<file path="src/rtl/attn_seq_ctrl.sv">
// attn_seq_ctrl: instruction sequencer for the attention fullchip.
//
// The block takes a run command plus a stream of Q and K vectors. It then issues the chip's
// load, execute, accumulate and normalized-read instruction phases, one word per cycle. It
// returns each output row tagged with its Q index.
//
// Optional feature: define ATTN_SEQ_RAW_READ_EN to add the raw_mode input. It is latched with
// start. When it is 1, read words select the raw core output (out_sel) and the result delay
// drops to one cycle.
//
// Ports:
//   clk, reset          clock, asynchronous active-high reset
//   start, cmd_nq       run request and Q vector count (1..MAX_Q), sampled only when idle
//   raw_mode            (ATTN_SEQ_RAW_READ_EN only) select raw core output for this run
//   in_valid/in_ready   Q then K vector beats on in_data
//   inst, mem_in        registered instruction word and data word to the chip
//   chip_out            chip output bus
//   res_valid/data/idx  captured chip output row and its Q index
//   busy, done          run in progress, one-cycle end-of-run pulse
module attn_seq_ctrl #(
  parameter int unsigned col       = 8,
  parameter int unsigned bw        = 8,
  parameter int unsigned bw_psum   = 20,
  parameter int unsigned pr        = 16,
  parameter int unsigned MAX_Q     = 16,
  parameter int unsigned ARRAY_LAT = 16,
  parameter int unsigned SFP_LAT   = 2
) (
  input  logic                     clk,
  input  logic                     reset,
  input  logic                     start,
  input  logic [6:0]               cmd_nq,
`ifdef ATTN_SEQ_RAW_READ_EN
  input  logic                     raw_mode,
`endif
  input  logic                     in_valid,
  output logic                     in_ready,
  input  logic [pr*bw-1:0]         in_data,
  output logic [19:0]              inst,
  output logic [pr*bw-1:0]         mem_in,
  input  logic [bw_psum*col-1:0]   chip_out,
  output logic                     res_valid,
  output logic [bw_psum*col-1:0]   res_data,
  output logic [6:0]               res_idx,
  output logic                     busy,
  output logic                     done
);

  // Instruction control bits [8:0]
  localparam logic [8:0] PmemWr  = 9'h001;
  localparam logic [8:0] PmemRd  = 9'h002;
  localparam logic [8:0] OfifoRd = 9'h004;
  localparam logic [8:0] Execute = 9'h008;
  localparam logic [8:0] Load    = 9'h010;
  localparam logic [8:0] QmemRd  = 9'h020;
  localparam logic [8:0] QmemWr  = 9'h040;
  localparam logic [8:0] KmemRd  = 9'h080;
  localparam logic [8:0] KmemWr  = 9'h100;

  localparam logic [7:0] ColLast   = 8'(col - 1);
  localparam logic [7:0] WaitLast  = 8'(ARRAY_LAT - 1);
  localparam logic [7:0] DrainLast = 8'(SFP_LAT - 1);
  localparam logic [7:0] MaxQ      = 8'(MAX_Q);

  typedef enum logic [3:0] {
    StIdle, StWrQ, StWrK, StLoad, StExec, StWait, StAcc, StRd, StDrain, StDone
  } state_e;

  state_e                   state_q;
  logic [7:0]               cnt_q;
  logic [7:0]               nq_q;
  logic [19:0]              inst_q;
  logic [pr*bw-1:0]         mem_q;
  logic                     busy_q;
  logic                     done_q;

  logic [7:0]               nq_last;
  logic [7:0]               phase_last;
  logic                     cnt_wrap;
  logic                     start_ok;
  logic                     raw_sel;

  function automatic logic [19:0] mk_inst(input logic [8:0] ctl, input logic [6:0] addr,
                                          input logic out_sel);
    return {out_sel, addr, 3'b000, ctl};
  endfunction

  assign nq_last  = nq_q - 8'd1;
  assign start_ok = (state_q == StIdle) && start && (cmd_nq != 7'd0) && ({1'b0, cmd_nq} <= MaxQ);
  assign in_ready = (state_q == StWrQ) || (state_q == StWrK);

  // Length of the current phase minus one; the counter wraps to zero on it.
  always_comb begin
    phase_last = '0;
    unique case (state_q)
      StWrQ, StExec, StAcc, StRd: phase_last = nq_last;
      StWrK, StLoad:              phase_last = ColLast;
      StWait:                     phase_last = WaitLast;
      StDrain:                    phase_last = DrainLast;
      default:                    phase_last = '0;
    endcase
  end

  assign cnt_wrap = (cnt_q == phase_last);

`ifdef ATTN_SEQ_RAW_READ_EN
  logic raw_q;

  always_ff @(posedge clk or posedge reset) begin
    if (reset) begin
      raw_q <= 1'b0;
    end else if (start_ok) begin
      raw_q <= raw_mode;
    end
  end

  assign raw_sel = raw_q;
`else
  assign raw_sel = 1'b0;
`endif

  always_ff @(posedge clk or posedge reset) begin
    if (reset) begin
      state_q <= StIdle;
      cnt_q   <= '0;
      nq_q    <= '0;
      inst_q  <= '0;
      mem_q   <= '0;
      busy_q  <= 1'b0;
      done_q  <= 1'b0;
    end else begin
      inst_q <= '0;
      done_q <= 1'b0;
      unique case (state_q)
        StIdle: begin
          if (start_ok) begin
            nq_q    <= {1'b0, cmd_nq};
            cnt_q   <= '0;
            busy_q  <= 1'b1;
            state_q <= StWrQ;
          end
        end
        StWrQ, StWrK: begin
          // Bubbles leave inst at zero and the address counter untouched.
          if (in_valid) begin
            inst_q <= mk_inst((state_q == StWrQ) ? QmemWr : KmemWr, cnt_q[6:0], 1'b0);
            mem_q  <= in_data;
            if (cnt_wrap) begin
              cnt_q   <= '0;
              state_q <= (state_q == StWrQ) ? StWrK : StLoad;
            end else begin
              cnt_q <= cnt_q + 8'd1;
            end
          end
        end
        StLoad, StExec, StWait, StAcc, StRd, StDrain: begin
          unique case (state_q)
            StLoad:  inst_q <= mk_inst(KmemRd | Load, cnt_q[6:0], 1'b0);
            StExec:  inst_q <= mk_inst(QmemRd | Execute, cnt_q[6:0], 1'b0);
            StAcc:   inst_q <= mk_inst(OfifoRd | PmemWr, cnt_q[6:0], 1'b0);
            StRd:    inst_q <= mk_inst(PmemRd, cnt_q[6:0], raw_sel);
            default: inst_q <= '0;
          endcase
          if (cnt_wrap) begin
            cnt_q <= '0;
            unique case (state_q)
              StLoad:  state_q <= StExec;
              StExec:  state_q <= StWait;
              StWait:  state_q <= StAcc;
              StAcc:   state_q <= StRd;
              StRd:    state_q <= StDrain;
              default: state_q <= StDone;
            endcase
          end else begin
            cnt_q <= cnt_q + 8'd1;
          end
        end
        StDone: begin
          done_q  <= 1'b1;
          busy_q  <= 1'b0;
          state_q <= StIdle;
        end
        default: state_q <= StIdle;
      endcase
    end
  end

  // Result delay line: stage 0 loads in step with the pmem_rd word on inst, so tapping stage
  // SFP_LAT-1 lands res_valid SFP_LAT cycles after that word (stage 0 for raw reads).
  logic [SFP_LAT-1:0]       dl_vld_q;
  logic [6:0]               dl_idx_q [SFP_LAT];
  logic                     res_valid_q;
  logic [bw_psum*col-1:0]   res_data_q;
  logic [6:0]               res_idx_q;
  logic                     tap_vld;
  logic [6:0]               tap_idx;

  assign tap_vld = raw_sel ? dl_vld_q[0] : dl_vld_q[SFP_LAT-1];
  assign tap_idx = raw_sel ? dl_idx_q[0] : dl_idx_q[SFP_LAT-1];

  always_ff @(posedge clk or posedge reset) begin
    if (reset) begin
      dl_vld_q    <= '0;
      for (int i = 0; i < SFP_LAT; i++) begin
        dl_idx_q[i] <= '0;
      end
      res_valid_q <= 1'b0;
      res_data_q  <= '0;
      res_idx_q   <= '0;
    end else begin
      dl_vld_q[0] <= (state_q == StRd);
      dl_idx_q[0] <= cnt_q[6:0];
      for (int i = 1; i < SFP_LAT; i++) begin
        dl_vld_q[i] <= dl_vld_q[i-1];
        dl_idx_q[i] <= dl_idx_q[i-1];
      end
      res_valid_q <= tap_vld;
      if (tap_vld) begin
        res_data_q <= chip_out;
        res_idx_q  <= tap_idx;
      end
    end
  end

  assign inst      = inst_q;
  assign mem_in    = mem_q;
  assign busy      = busy_q;
  assign done      = done_q;
  assign res_valid = res_valid_q;
  assign res_data  = res_data_q;
  assign res_idx   = res_idx_q;

endmodule
</file>
<file path="config.mk">
export PLATFORM = sky130hd
export DESIGN_NAME = attn_seq_ctrl
export DESIGN_NICKNAME = d
export VERILOG_FILES = /design/src/rtl/attn_seq_ctrl.sv
export SDC_FILE = /design/constraint.sdc
export NUM_CORES = 1
export LEC_CHECK = 0
export ABC_CLOCK_PERIOD_IN_PS = 13000
export BUFFER_PORTS_ARGS = -buffer_cell sky130_fd_sc_hd__buf_2
export CAP_MARGIN = 0
export CORE_AREA = 2 2 243 245
export CTS_CLUSTER_SIZE = 40
export DETAILED_ROUTE_END_ITERATION = 7
export DIE_AREA = 0 0 245 247
export GPL_TIMING_DRIVEN = 0
export HOLD_SLACK_MARGIN = 0.02
export PLACE_DENSITY = 0.43
export SLEW_MARGIN = 5
export SYNTH_ARGS = -nofsm -noshare
export SYNTH_HDL_FRONTEND = slang
export SYNTH_SLANG_ARGS = --single-unit
</file>
<file path="constraint.sdc">
create_clock -name clk -period 13 [get_ports clk]
set_input_delay 0.65 -clock clk [delete_from_list [all_inputs] [get_ports clk]]
set_output_delay 0.65 -clock clk [all_outputs]
set_load 0.02 [all_outputs]
</file>
==> flow_metrics.py, run 1 <==
metrics = {
    "outcome": {
        "status": "completed",
    },
    "min_path": {
        "holdCritPathClass": "in -> async",
    },
    "global_route": {
        "grt_pass1_wl_microns": 61070,
        "antenna_found_initial": 3,
        "grt_start_max_net_pins": 115,
        "grt_pass1_vias": 9738,
        "overflow": 0,
        "track_usage": 0.1318,
    },
    "yosys": {
        "synth_edf_count": 0,
        "synth_cell_type_count": 49,
        "yosys_warnings": 0,
        "yosysTopAreaCellShare": 0.6525,
        "synth_ff_type": "dfrtp_1",
        "synthArstFlopShare": 1.000,
        "syn_inst": 858,
        "synth_commonest_cells": "346 x dfrtp_1, 301 x mux2_2, 37 x clkbuf_1",
        "avgSynthCellArea_sq_um": 15.47,
        "synth_top_area_cell": "dfrtp_1",
        "yosysMostFrequentCell": "dfrtp_1",
        "ys_ff_latch": 346,
        "syn-cell-area_sq_um": 13270,
        "synth.area.top_cells": "dfrtp_1 65%, mux2_2 26%, clkbuf_1 1.0%",
        "ys_seq_area_frac": 0.6525,
    },
    "clock_tree": {
        "cts_sinks": 346,
        "cts_buffers": 41,
        "cts_resized": 0,
        "cts_setup_buffers": 0,
        "cts.clk_slew.worst_paths_ps": 60,
        "htreeDepth": 2,
        "cts-root-buf": "clkbuf_16",
        "cts_tree": "built",
        "cts_hold_buf": 0,
        "clock_latency_ps": 540,
        "clockBufferDepth": 3,
    },
    "sta": {
        "max_freq_mhz": 344.4,
        "post-route-period-util": 0.2234,
        "rsz0062_at_grt": "false",
        "fin_skew_ps": 15.83,
        "slew_viol_final": 0,
        "min_period_ps": 2904,
        "worst_slew_pin_slew_ps": 965.0,
        "fin_ws_ps": 10100,
        "hold_viol": 0,
        "hold_ws_ps": 116.3,
        "max-slew-margin-rel": 0.3567,
        "final-setup-viol-count": 0,
    },
    "route": {
        "firstDrtPassIters": 5,
        "vias": 9399,
        "vias_per_cell": 4.044,
        "route.detailed.drc": 0,
        "detail-route-antenna-nets": 0,
        "first_iter_violations": 316,
        "wl_microns": 41630,
        "avgRoutedWirePerCell_microns": 17.91,
    },
    "worst_setup_path": {
        "critPathSlowestCell": "or4_1",
        "end_kind": "flop",
        "critPathArrivalTime_ps": 3340,
        "crit_type": "reg -> reg",
        "critPathMaxFanout": 7,
        "r2r_cells": 10,
        "required_ps": 13430,
        "critPathLaunchType": "flop",
        "max_stage_delay_ps": 520,
        "regToRegSetupSlack_ps": 10100,
        "r2r-start": "state_q[1]",
        "r2r_end": "cnt_q[0]",
        "cp_cell_sequence": "nand2b_1 -> buf_2 -> mux2_4 -> or4_1 -> and3_4 -> o31ai_4 -> nand4_4 -> and3_1 -> clkbuf_1 -> mux2_2",
    },
    "placement": {
        "io_buffer_count": 613,
        "post_dp_cell_area_sq_um": 17410,
        "pre_cts_ws_ps": 9963,
        "gp_congestion": 0.8050,
        "dp_cells": 2250,
        "hpwl_microns": 32470,
    },
    "final_layout": {
        "drive_gt1_frac": 0.6452,
        "area_growth_pct": 41.01,
        "fin_area_sq_um": 18710,
        "nets": 1821,
        "final_cells": 2324,
        "fillers": 5936,
    },
    "die": {
        "coreArea_sq_um": 58240,
        "rows": 89,
        "die_w_microns": 245,
        "io_pins": 618,
        "die_area_sq_um": 60520,
        "die_h_microns": 247,
        "start_util": 0.2278,
    },
    "power_and_ir_drop": {
        "power_density_nw_per_um2": 276.7,
        "p_leak_nw": 9.186,
        "vdd_drop_max_v": 0.0001214,
    },
    "job": {
        "drv_cap": 0,
    },
}
## worst max-delay path: cells and delay by family, from the launching register on
| family | cells | cell delay, ps |
|---|---|---|
| AND/OR/NAND/NOR | 5 | 1240 |
| buffers and inverters | 2 | 360 |
| flip-flops | 1 | 480 |
| AO/OA/AOI/OAI | 1 | 70 |
| multiplexers | 2 | 630 |
## state kept, by name, summed over array words and instances, names as in the netlist, 4 cells and up
register  cells
cnt_q         8
dl_idx_q      7
inst         13
mem_in      128
nq_q          7
res_data    160
res_idx       7
state_q       4
tap_idx       7
## power breakdown
part           internal (W)  leakage [nW]  switching (W)
logic              0.000939          4.30        0.00131
registers           0.00158          4.24       0.000246
clock network      0.000656         0.647       0.000450
## layout by cell type (no fill, tap or decap), types with 6 or more instances in the layout
| cell type | n |
|---|---|
| and2_1 | 9 |
| dfrtp_1 | 346 |
| mux2_2 | 301 |
| inv_1 | 8 |
| a21oi_1 | 17 |
| clkbuf_1 | 46 |
| xnor2_1 | 7 |
| buf_4 | 7 |
| nor2_1 | 26 |
| buf_2 | 614 |
| nand2_1 | 14 |
| clkbuf_8 | 13 |
| clkbuf_16 | 41 |
| clkinv_2 | 6 |
## per-layer routing
layer | part of all wire | global-route usage
met1 | 0.39 | 0.1523
met2 | 0.51 | 0.2325
met3 | 0.079 | 0.04287
met4 | 0.020 | 0.03784
met5 | 0 | 0
## metrics by stage
| step | util | power [W] | setup TNS, ps |
|---|---|---|---|
| 2_1_floorplan | - | 0.003286 | 0 |
| 3_3_place_gp | 0.2973 | 0.004110 | -601260 |
| 3_5_place_dp | 0.2989 | 0.004131 | 0 |
| 4_1_cts | 0.3212 | 0.005273 | 0 |
| 5_1_grt | 0.3213 | 0.005496 | 0 |
| 6_report | 0.3213 | 0.005177 | 0 |
## worst max path at each step
stage / startpoint / to / slack (ps) / depth (start not counted)
after global routing: state_q[2] / mem_in[42] / 9910 / 7
after global placement: reset / mem_in[32] / -1790 / 2
final: state_q[1] / cnt_q[0] / 10100 / 10
after detailed placement: cmd_nq[1] / cnt_q[0] / 9960 / 11
after floorplan: reset / busy / 2760 / 1
after CTS: state_q[2] / mem_in[42] / 10040 / 7
## final cells by class
type / count / area, sq um / share of cell area
Clock inverter: 10 / 63.81 / 0.003410
Tap cell: 773 / 967.2 / 0.05169
Inverter: 9 / 41.29 / 0.002207
Sequential cell: 346 / 8658 / 0.4628
Buffer: 51 / 234.0 / 0.01251
Timing Repair Buffer: 616 / 3151 / 0.1684
Multi-Input combinational cell: 455 / 4354 / 0.2327
Clock buffer: 63 / 1239 / 0.06620
Antenna cell: 1 / 2.502 / 0.0001337
## cell families (layout without fill, tap and decap cells)
logic type | after synthesis | after routing | share of synthesized area
muxes | 303 | 303 | 0.2573
DFF | 346 | 346 | 0.6525
xor gates and xnor gates | 9 | 9 | 0.005941
and+or+nand+nor | 91 | 91 | 0.03725
buffers and inverters | 60 | 749 | 0.02018
adders and majority gates | 2 | 2 | 0.001886
AOI/OAI and AO/OA | 46 | 46 | 0.02461
other | 1 | 5 | 0.0002826
(Power assumes the default switching activity.)
==> inputs of run 2 (changes only) <==
- ABC_CLOCK_PERIOD_IN_PS: 13000 -> 2300
- CORE_AREA: 2 2 243 245 -> 2 2 242 244
- DIE_AREA: 0 0 245 247 -> 0 0 244 246
- PLACE_DENSITY: 0.43 -> 0.45
- clock period: 13 -> 2.3 ns (I/O delays scaled with it)
==> flow_metrics.py, run 2 (synthesis results as in run 1) <==
metrics = {
    "sta": {
        "rsz0062_at_grt": "true",
        "max-slew-margin-rel": 0.5943,
        "max_freq_mhz": 394.9,
        "slew_viol_final": 0,
        "final-setup-viol-count": 9,
        "hold_viol": 0,
        "post-route-period-util": 1.101,
        "fin_ws_ps": -232.4,
        "min_period_ps": 2532,
        "worst_slew_pin_slew_ps": 608.5,
        "fin_skew_ps": 16.82,
    },
    "clock_tree": {
        "cts-root-buf": "clkbuf_16",
        "cts.clk_slew.worst_paths_ps": 60,
        "cts_tree": "built",
        "clockBufferDepth": 3,
        "htreeDepth": 2,
        "cts_buffers": 41,
        "clock_latency_ps": 550,
        "cts_sinks": 346,
    },
    "route": {
        "route.detailed.drc": 0,
        "vias": 10750,
        "first_iter_violations": 290,
        "wl_microns": 44360,
        "vias_per_cell": 4.083,
        "avgRoutedWirePerCell_microns": 16.85,
        "detail-route-antenna-nets": 0,
        "firstDrtPassIters": 4,
    },
    "power_and_ir_drop": {
        "vdd_drop_max_v": 0.0007268,
        "p_leak_nw": 10.71,
        "power_density_nw_per_um2": 1385,
        "total_power_w": 0.03075,
    },
    "final_layout": {
        "fillers": 5587,
        "layout_common_cells": "615 x buf_2, 341 x dfrtp_1, 301 x mux2_2, 296 x dlygate4sd3_1, 41 x clkbuf_16",
        "largest_reg_flops": 160,
        "final_common_cell": "buf_2",
        "drive_gt1_frac": 0.5785,
        "area_growth_pct": 67.25,
        "nets": 2137,
    },
    "die": {
        "die_area_sq_um": 60020,
        "coreArea_sq_um": 57370,
        "start_util": 0.2313,
        "die_w_microns": 244,
        "die_h_microns": 246,
        "rows": 88,
        "io_pins": 618,
    },
    "outcome": {
        "violations": "setup timing",
        "status": "complete, but fails checks",
    },
    "worst_setup_path": {
        "critPathArrivalTime_ps": 3000,
        "critPathMaxFanout": 8,
        "required_ps": 2760,
        "end_kind": "flop",
        "crit_type": "reg -> reg",
        "critPathLaunchType": "flop",
    },
    "job": {
        "drv_cap": 0,
    },
    "placement": {
        "io_buffer_count": 613,
        "gp_congestion": 0.8072,
        "hpwl_microns": 33580,
        "pre_cts_ws_ps": -613.4,
    },
    "global_route": {
        "grt_pass1_wl_microns": 66960,
        "grt_start_max_net_pins": 41,
        "antenna_found_initial": 2,
        "grt_pass1_vias": 11520,
        "track_usage": 0.1420,
        "overflow": 0,
    },
    "min_path": {
        "holdCritPathClass": "in -> reg",
    },
}
[run 2: final timing paths]
check | startpoint | endpoint | slack [ps] | depth (start not counted)
min | start | cnt_q[7] | 310 | 5
min in group asynchronous | reset | res_data[72] | 740 | 5
max reg2reg | nq_q[1] | state_q[2] | -230 | 11
min reg2reg | dl_idx_q[11] | tap_idx[4] | 350 | 0
max in group asynchronous | reset | mem_in[105] | 240 | 9
max | nq_q[1] | state_q[2] | -230 | 11
[run 2: layout make-up]
cell class                 count  area, sq um  area share
clock buffer                  58         1190     0.05362
multi-input combinational    455         4476      0.2017
clock inverter                16        217.7    0.009810
sequential                   346         8665      0.3904
timing repair buffer         936         6374      0.2872
buffer                        47        274.0     0.01235
inverter                       9        37.54    0.001691
antenna                        1        2.502   0.0001128
tap                          765        957.2     0.04313
[run 2: what timing repair did]
| action | 4_1_cts | 5_1_grt |
|---|---|---|
| setup buffers | 6 | 11 |
| hold buffers | 296 | 0 |
| pin swaps | 5 | 9 |
| endpoints found under the hold margin | 407 | 0 |
| setup endpoints to repair | 243 | 175 |
| resized for setup | 38 | 49 |
[run 2: routing by layer]
metal / vias to the layer above / share of wire / wire length [microns] / track usage
li1: 4982 / - / - / -
met1: 5291 / 0.39 / 17290 / 0.1634
met2: 396 / 0.52 / 22870 / 0.2547
met3: 79 / 0.067 / 2952 / 0.03780
met4: 2 / 0.028 / 1239 / 0.04753
met5: - / 0.00038 / 17 / 0
[run 2: per-stage QoR]
stage | TNS (ps) | instance area [sq um] | utilization | hold slack, ps | std cells
final | -1448 | 22190 | 0.3869 | 310.8 | 2633
after global routing | -3254 | 22190 | 0.3869 | 298.0 | 2633
after CTS | -1941 | 22020 | 0.3838 | 272.0 | 2624
after detailed placement | -83510 | 17520 | 0.3055 | 75.17 | 2249
after global placement | -1700780 | 17320 | 0.3019 | 333.1 | 2239
after floorplan | -846770 | 13290 | - | 265.6 | 861
[run 2: worst max-delay path, stage by stage, from the launching register on]
cell and delay [ps]:
dfrtp_2 440, inv_1 110, ha_4 170, nor3b_4 250, xor2_2 220, nand3_1 100, a2bb2oi_1 160, a21oi_2 210
nand4_4 140, buf_6 170, or3_4 330, a21oi_2 150
[run 2: power breakdown]
part	total (W)	internal (W)	switching [W]
clock network	0.00675	0.00416	0.00258
registers	0.0103	0.00892	0.00141
logic	0.0137	0.00597	0.00770
total	0.0307	0.0191	0.0117
==> inputs of run 3 (changes only) <==
- BUFFER_PORTS_ARGS: -buffer_cell sky130_fd_sc_hd__buf_2 -> -buffer_cell sky130_fd_sc_hd__clkbuf_2
==> flow_metrics.py, run 3 (synthesis results as in run 1) <==
metrics = {
    "outcome": {
        "status": "complete, but fails checks",
        "violations": "setup timing",
    },
    "route": {
        "vias_per_cell": 4.083,
        "wl_microns": 43840,
        "firstDrtPassIters": 4,
        "detail-route-antenna-nets": 0,
        "vias": 10740,
        "route.detailed.drc": 0,
        "first_iter_violations": 317,
        "avgRoutedWirePerCell_microns": 16.66,
    },
    "die": {
        "die_area_sq_um": 60020,
        "coreArea_sq_um": 57370,
        "rows": 88,
        "io_pins": 618,
        "die_w_microns": 244,
        "start_util": 0.2313,
        "die_h_microns": 246,
    },
    "power_and_ir_drop": {
        "p_leak_nw": 10.74,
        "vdd_drop_max_v": 0.0007327,
        "power_density_nw_per_um2": 1382,
    },
    "final_layout": {
        "area_growth_pct": 66.90,
        "drive_gt1_frac": 0.5780,
        "largest_reg_flops": 160,
        "final_common_cell": "clkbuf_2",
        "layout_common_cells": "636 x clkbuf_2, 341 x dfrtp_1, 301 x mux2_2, 295 x dlygate4sd3_1, 43 x clkbuf_16",
        "fin_area_sq_um": 22150,
        "nets": 2136,
    },
    "global_route": {
        "track_usage": 0.1410,
        "grt_pass1_wl_microns": 66420,
        "busiest_layer": "met2",
        "grt_use_met2": 0.2518,
        "antenna_found_initial": 2,
        "overflow": 0,
        "met1_usage": 0.1594,
        "grt_pass1_vias": 11500,
        "grt_start_max_net_pins": 39,
        "met3_usage": 0.04455,
    },
    "worst_setup_path": {
        "end_kind": "flop",
        "crit_type": "reg -> reg",
        "critPathLaunchType": "flop",
        "critPathArrivalTime_ps": 2960,
        "required_ps": 2760,
        "critPathMaxFanout": 7,
    },
    "clock_tree": {
        "cts_buffers": 42,
        "clockBufferDepth": 3,
        "htreeDepth": 2,
        "cts-root-buf": "clkbuf_16",
        "cts_sinks": 346,
        "cts.clk_slew.worst_paths_ps": 60,
        "clock_latency_ps": 540,
        "cts_tree": "built",
    },
    "placement": {
        "gp_congestion": 0.8122,
        "post_dp_cell_area_sq_um": 17540,
        "hpwl_microns": 33520,
        "io_buffer_count": 613,
        "pre_cts_ws_ps": -605.6,
    },
    "sta": {
        "min_period_ps": 2502,
        "slew_viol_final": 0,
        "max-slew-margin-rel": 0.5943,
        "hold_viol": 0,
        "fin_ws_ps": -201.8,
        "post-route-period-util": 1.088,
        "fin_skew_ps": 8.542,
        "worst_slew_pin_slew_ps": 608.6,
        "max_freq_mhz": 399.7,
        "rsz0062_at_grt": "true",
        "final-setup-viol-count": 9,
    },
    "min_path": {
        "holdCritPathClass": "in -> async",
    },
    "job": {
        "drv_cap": 0,
    },
}
run 3: changes by cell type in the layout (fill, tap and decap cells not counted), moves of 3 or more:
cell,before,now
buf_12,8,11
buf_2,615,2
buf_4,25,20
clkbuf_2,16,636
clkbuf_4,10,5
clkbuf_8,10,7
run 3: worst paths after layout:
kind                            cells after the start         from  slack [ps]      endpoint
worst max register to register                     10   state_q[1]        -200    state_q[2]
worst min register to register                      0  dl_idx_q[8]         350    tap_idx[1]
worst max-delay path                               10   state_q[1]        -200    state_q[2]
max in group asynchronous                           8        reset         720    mem_in[33]
worst min-delay path                                3        reset         150  res_data[30]
min in group clk                                    5        start         310      cnt_q[7]
run 3: repair_timing:
action | in CTS | in global routing
hold buffers | 295 | 0
endpoints found under the setup margin | 261 | 140
endpoints found under the hold margin | 380 | 0
resized for setup | 45 | 27
pin swaps | 5 | 9
buffers inserted | 6 | 7
run 3: through the flow:
step / power [W] / setup TNS [ps] / utilization / cells / hold slack, ps
2_1_floorplan: 0.01860 / -846770 / - / 861 / 265.6
3_3_place_gp: 0.02326 / -1712870 / 0.3019 / 2239 / 332.6
3_5_place_dp: 0.02345 / -81470 / 0.3057 / 2250 / 153.0
4_1_cts: 0.03084 / -1748 / 0.3836 / 2624 / 104.7
5_1_grt: 0.03241 / -2360 / 0.3861 / 2631 / 164.8
6_report: 0.03061 / -1399 / 0.3861 / 2631 / 153.5
run 3: area by class of cell:
cell class                 count  area [sq um]
buffer                        49         275.3
sequential                   346          8665
clock inverter                16         170.2
multi-input combinational    455          4498
clock buffer                  58          1202
timing repair buffer         932          6339
fill                        5539         35220
antenna                        1         2.502
tap                          765         957.2
inverter                       9         37.54
run 3: layer usage:
layer / routed length, microns / part of all wire
met1: 16720 / 0.38
met3: 3281 / 0.075
met5: 13 / 0.00030
met4: 1223 / 0.028
met2: 22610 / 0.52
run 3: critical path: stages, from the launching register on:
cell and delay [ps]:
dfrtp_2 420, nand2b_4 150, buf_6 130, mux2_4 330, or4_1 400, and3_4 170, o31ai_4 70, nand4_4 140
buf_6 170, or3_1 300, a21oi_1 150
run 3: where the power goes:
group / switching, W / internal, W / leakage [nW]
Combinational: 0.00773 / 0.00591 / 5.83
Clock: 0.00257 / 0.00399 / 0.672
Sequential: 0.00149 / 0.00893 / 4.24
